### config.mk
export PLATFORM = sky130hd
export DESIGN_NAME = load_store_unit
export DESIGN_NICKNAME = d
export VERILOG_FILES = /design/src/rtl/load_store_unit.sv
export SDC_FILE = /design/constraint.sdc
export NUM_CORES = 1
export LEC_CHECK = 0
export CORE_ASPECT_RATIO = 1.25
export CORE_MARGIN = 3
export CORE_UTILIZATION = 64
export DETAILED_ROUTE_END_ITERATION = 16
export DONT_BUFFER_PORTS = 1
export PLACE_DENSITY_LB_ADDON = 0.2
export SLEW_MARGIN = 20
export SYNTH_ARGS = -nofsm -noshare
export SYNTH_HDL_FRONTEND = slang
export SYNTH_SLANG_ARGS = --single-unit
export TNS_END_PERCENT = 10
### constraint.sdc
create_clock -name clk -period 2.6 [get_ports clk]
set_input_delay 0.39 -clock clk [delete_from_list [all_inputs] [get_ports clk]]
set_output_delay 0.39 -clock clk [all_outputs]
set_load 0.005 [all_outputs]
### src/rtl/load_store_unit.sv
// Load/store unit: 16-bit big-endian word and byte accesses to a byte-addressed
// data memory; byte stores use read-modify-write, misaligned word accesses error out.
module load_store_unit (
  input  logic        clk,
  input  logic        reset_n,
  input  logic        req_valid,
  output logic        req_ready,
  input  logic        req_write,
  input  logic        req_byte,
  input  logic        req_signed,
  input  logic [7:0]  req_addr,
  input  logic [15:0] req_wdata,
  output logic        resp_valid,
  output logic [15:0] resp_rdata,
  output logic        resp_err,
  output logic        mem_read,
  output logic        mem_write,
  output logic [7:0]  mem_addr,
  output logic [15:0] mem_wdata,
  input  logic [15:0] mem_rdata,
  output logic        busy
);

  localparam int unsigned AW = 8;
  localparam int unsigned DW = 16;
  localparam int unsigned BW = 8;

  typedef enum logic [2:0] {IDLE, LD, ST, RMW_RD, RMW_WR} state_t;

  state_t        state;
  logic [AW-1:0] addr_q;
  logic [DW-1:0] wdata_q;
  logic          byte_q;
  logic          signed_q;
  logic          write_q;
  logic [DW-1:0] merge_q;

  logic          low_lane_c;
  logic [AW-1:0] eff_addr_c;
  logic [BW-1:0] lane_c;
  logic [DW-1:0] load_data_c;
  logic [DW-1:0] merged_c;

  // A byte at the last address lives in the low lane of the word at 0xFE.
  always_comb begin
    low_lane_c  = (addr_q == 8'hFF);
    eff_addr_c  = low_lane_c ? 8'hFE : addr_q;
    lane_c      = low_lane_c ? mem_rdata[7:0] : mem_rdata[15:8];
    load_data_c = mem_rdata;
    if (byte_q)
      load_data_c = signed_q ? {{BW{lane_c[BW-1]}}, lane_c} : {{BW{1'b0}}, lane_c};
    merged_c    = low_lane_c ? {merge_q[15:8], wdata_q[7:0]} : {wdata_q[7:0], merge_q[7:0]};
  end

  // Memory strobes are decoded from the state register alone.
  always_comb begin
    req_ready = (state == IDLE);
    busy      = (state != IDLE);
    mem_read  = 1'b0;
    mem_write = 1'b0;
    mem_addr  = '0;
    mem_wdata = '0;
    case (state)
      LD, RMW_RD: begin
        mem_read = 1'b1;
        mem_addr = eff_addr_c;
      end
      ST: begin
        mem_write = write_q;
        mem_addr  = addr_q;
        mem_wdata = wdata_q;
      end
      RMW_WR: begin
        mem_write = write_q;
        mem_addr  = eff_addr_c;
        mem_wdata = merged_c;
      end
      default: ;
    endcase
  end

  always_ff @(posedge clk or negedge reset_n) begin
    if (!reset_n) begin
      state      <= IDLE;
      addr_q     <= '0;
      wdata_q    <= '0;
      byte_q     <= 1'b0;
      signed_q   <= 1'b0;
      write_q    <= 1'b0;
      merge_q    <= '0;
      resp_valid <= 1'b0;
      resp_rdata <= '0;
      resp_err   <= 1'b0;
    end else begin
      resp_valid <= 1'b0;
      resp_rdata <= '0;
      resp_err   <= 1'b0;
      case (state)
        IDLE: begin
          if (req_valid && req_ready) begin
            addr_q   <= req_addr;
            wdata_q  <= req_wdata;
            byte_q   <= req_byte;
            signed_q <= req_signed;
            write_q  <= req_write;
            if (!req_byte && (req_addr == 8'hFF)) begin
              resp_valid <= 1'b1;
              resp_err   <= 1'b1;
            end else if (!req_write) begin
              state <= LD;
            end else if (!req_byte) begin
              state <= ST;
            end else begin
              state <= RMW_RD;
            end
          end
        end
        LD: begin
          resp_valid <= 1'b1;
          resp_rdata <= load_data_c;
          state      <= IDLE;
        end
        ST: begin
          resp_valid <= 1'b1;
          state      <= IDLE;
        end
        RMW_RD: begin
          merge_q <= mem_rdata;
          state   <= RMW_WR;
        end
        RMW_WR: begin
          resp_valid <= 1'b1;
          state      <= IDLE;
        end
        default: state <= IDLE;
      endcase
    end
  end

endmodule
==> flow_metrics.env <==
export IMPL_postLayoutSetupSlackWorst_ns=0.285
export IMPL_synth_edf_count=0
export IMPL_p_leak_nw=1.45
export IMPL_drive_above_1_share_pct=27.4
export IMPL_synth_area_leaders="dfrtp_1 52%, mux2_2 12%, mux2i_1 5.2%"
export IMPL_tightest_slew_ns=0.652
export IMPL_die_y_um=83.8
export IMPL_grt_usage_pct=25.4
export IMPL_hpwl_um=4730
export IMPL_nets=294
export IMPL_root_buffer="clkbuf_8"
export IMPL_synthArstFlopShare_pct=100
export IMPL_max_cap_violations=0
export IMPL_port_buffers=0
export IMPL_fin_cells=310
export IMPL_ys_ff_latch=64
export IMPL_gp_congestion=0.750
export IMPL_worst_path_max_fanout=16
export IMPL_drt_first_pass_iters=4
export IMPL_synth_cell_types=37
export IMPL_wire_per_inst_um=21.2
export IMPL_clkSinkCount=64
export IMPL_ctsResizeCount=0
export IMPL_max_clock_freq_mhz=432
export IMPL_critPathArrivalTime_ns=1.92
export IMPL_syn2layout_area_growth_pct=5.33
export IMPL_critPathRequiredTime_ns=2.21
export IMPL_io_pins=92
export IMPL_grt_pass1_wl_um=10800
export IMPL_worstHoldPathType="in2reg"
export IMPL_num_vias=1947
export IMPL_max_stage_delay_ns=0.56
export IMPL_ys_seq_area_share_pct=51.7
export IMPL_synthFlopType="dfrtp_1"
export IMPL_syn_avg_cell_area_sq_um=12.3
export IMPL_skew_ns=0.00469
export IMPL_post_synth_top_area_fraction_pct=51.7
export IMPL_routed_wl_um=6590
export IMPL_syn_nets=297
export IMPL_drtIter0Drc=191
export IMPL_hold_viol_final=0
export IMPL_max_slew_margin_pct=56.5
export IMPL_yosysWarnings=0
export IMPL_num_antenna_cells=0
export IMPL_die_area_sq_mm=0.00572
export IMPL_clk_path_buf_depth=2
export IMPL_core_sq_mm=0.00453
export IMPL_status="completed"
export IMPL_dp_worst_setup_slack_ns=0.641
export IMPL_fin_tns_setup_ns=0
export IMPL_start_util_pct=68.4
export IMPL_post_cts_buffers=0
export IMPL_cts_tree="done"
export IMPL_drcViolationCount=0
export IMPL_cts_reportedPaths_clkPinSlew_ns=0.07
export IMPL_yosys_area_top_type="dfrtp_1"
export IMPL_synth_commonest_cells="64 x dfrtp_1, 37 x nand2_1, 32 x mux2_2"
export IMPL_synth_most_common_cell="dfrtp_1"
export IMPL_viasPerCell=6.28
export IMPL_synthCells=251
export IMPL_dpl_cell_count=293
export IMPL_cts_max_level=3
export IMPL_ir_worst_vdd_mv=0.603
export IMPL_grt_setup_unrepaired="false"
export IMPL_period_minus_slack_ns=2.31
export IMPL_clock_latency_ns=0.34
export IMPL_worst_setup_path_start_kind="flip-flop"
export IMPL_overflow=0
export IMPL_drt_antenna_violating_nets=0
export IMPL_grt_pass1_vias=2111
export IMPL_setup_viol=0
export IMPL_antenna_found_initial=0
export IMPL_crit_path_cell_trace="nor3b_2 > buf_4 > nand2_1 > o211ai_1"
export IMPL_worst_setup_path_type="reg2out"
export IMPL_numCtsBuffers=9
export IMPL_slew_violations=0
export IMPL_power_density_mw_per_mm2=794
export IMPL_grt_start_max_net_pins=65
export IMPL_synth_area_sq_mm=0.00310
export IMPL_cpMaxStageDelayCell="dfrtp_1"
export IMPL_period_share_pct=89.0
export IMPL_fp_dieW_um=68.2
export IMPL_endpoint_kind="output port"
export IMPL_rows=27
## metal layers
layer,global-route usage [%],up-vias,wire (um),share of wire (%)
met4,11.0,0,164,2.5
met2,37.3,88,3060,46
li1,-,886,-,-
met1,32.9,953,2730,41
met5,0,-,0,0
met3,9.84,20,632,9.6
## critical path: cells and delay by family (launching register included)
kind,cells,cell delay (ns)
compound gates,1,0.22
simple gates,2,0.52
buf+inv,1,0.29
flops,1,0.56
## per-stage QoR
stage	hold WS, ns	instance area [sq um]	util, %	total power [mW]
global route	0.174	3260	72.1	2.72
global placement	0.0962	3050	67.5	1.81
floorplan	0.0944	3100	-	1.74
CTS	0.167	3260	72.1	2.60
detailed placement	0.0958	3050	67.5	1.83
finish	0.179	3260	72.1	2.59
## worst paths after layout
path | startpoint | endpoint | slack (ns) | depth (start not counted)
max in group asynchronous | reset_n | wdata_q[11] | 1.76 | 2
min | mem_rdata[4] | resp_rdata[4] | 0.18 | 2
min reg2reg | wdata_q[9] | wdata_q[9] | 0.51 | 1
min in group asynchronous | reset_n | resp_rdata[13] | 0.59 | 2
max | state[2] | mem_wdata[11] | 0.29 | 4
max reg2reg | addr_q[2] | resp_rdata[8] | 0.84 | 3
## power breakdown
part	internal, mW	switching (mW)	total (mW)
Clock	0.386	0.365	0.750
Combinational	0.270	0.202	0.472
Sequential	1.21	0.162	1.37
## layout make-up
type | count | area (sq um)
multi-input cells | 163 | 1340
repair buffers | 5 | 60.1
well taps | 58 | 72.6
clock buffers | 11 | 151
clock inverters | 4 | 20.0
flip-flops and latches | 64 | 1600
fillers | 325 | 1260
inverters | 5 | 18.8
## layout by cell type (no fill, tap or decap), drive strengths merged
| master | Yosys | final |
|---|---|---|
| nand4 | 9 | 9 |
| a21boi | 1 | 1 |
| and4b | 1 | 1 |
| a21oi | 1 | 1 |
| dlygate4sd3 | 0 | 1 |
| nand2 | 38 | 38 |
| mux2i | 16 | 16 |
| buf | 16 | 4 |
| nor2 | 5 | 5 |
| clkinv | 0 | 4 |
| dfrtp | 64 | 64 |
| o21ai | 3 | 3 |
| clkbuf | 3 | 11 |
| nor3 | 1 | 1 |
| inv | 5 | 5 |
| nor4b | 1 | 1 |
| and4 | 2 | 2 |
| a211oi | 1 | 1 |
| mux2 | 41 | 41 |
| o211ai | 8 | 8 |
| o211a | 1 | 1 |
| nor3b | 3 | 3 |
| o21a | 1 | 1 |
| nor2b | 1 | 1 |
| nor4 | 9 | 9 |
| and2 | 9 | 9 |
| a2111o | 1 | 1 |
| nand2b | 1 | 1 |
| a31o | 1 | 1 |
| a22o | 8 | 8 |
## what timing repair did
item | 4_1_cts | 5_1_grt
endpoints found under the setup margin | 0 | 0
hold buffers | 2 | 0
endpoints found under the hold margin | 64 | 0
## logic make-up after synthesis
| kind of cell | count (synthesis) | share of synthesized area, % |
|---|---|---|
| AND/OR/NAND/NOR | 80 | 14.6 |
| multiplexers | 57 | 21.2 |
| AO/OA/AOI/OAI | 26 | 7.43 |
| buffers and inverters | 24 | 5.09 |
| flip-flops | 64 | 51.7 |
## registers in the layout (all words and copies together) (netlist names)
name        cells
state           3
write_q         1
resp_valid      1
wdata_q        16
signed_q        1
resp_rdata     16
addr_q          8
resp_err        1
byte_q          1
merge_q        16
Power figures use the tool's default switching activity.
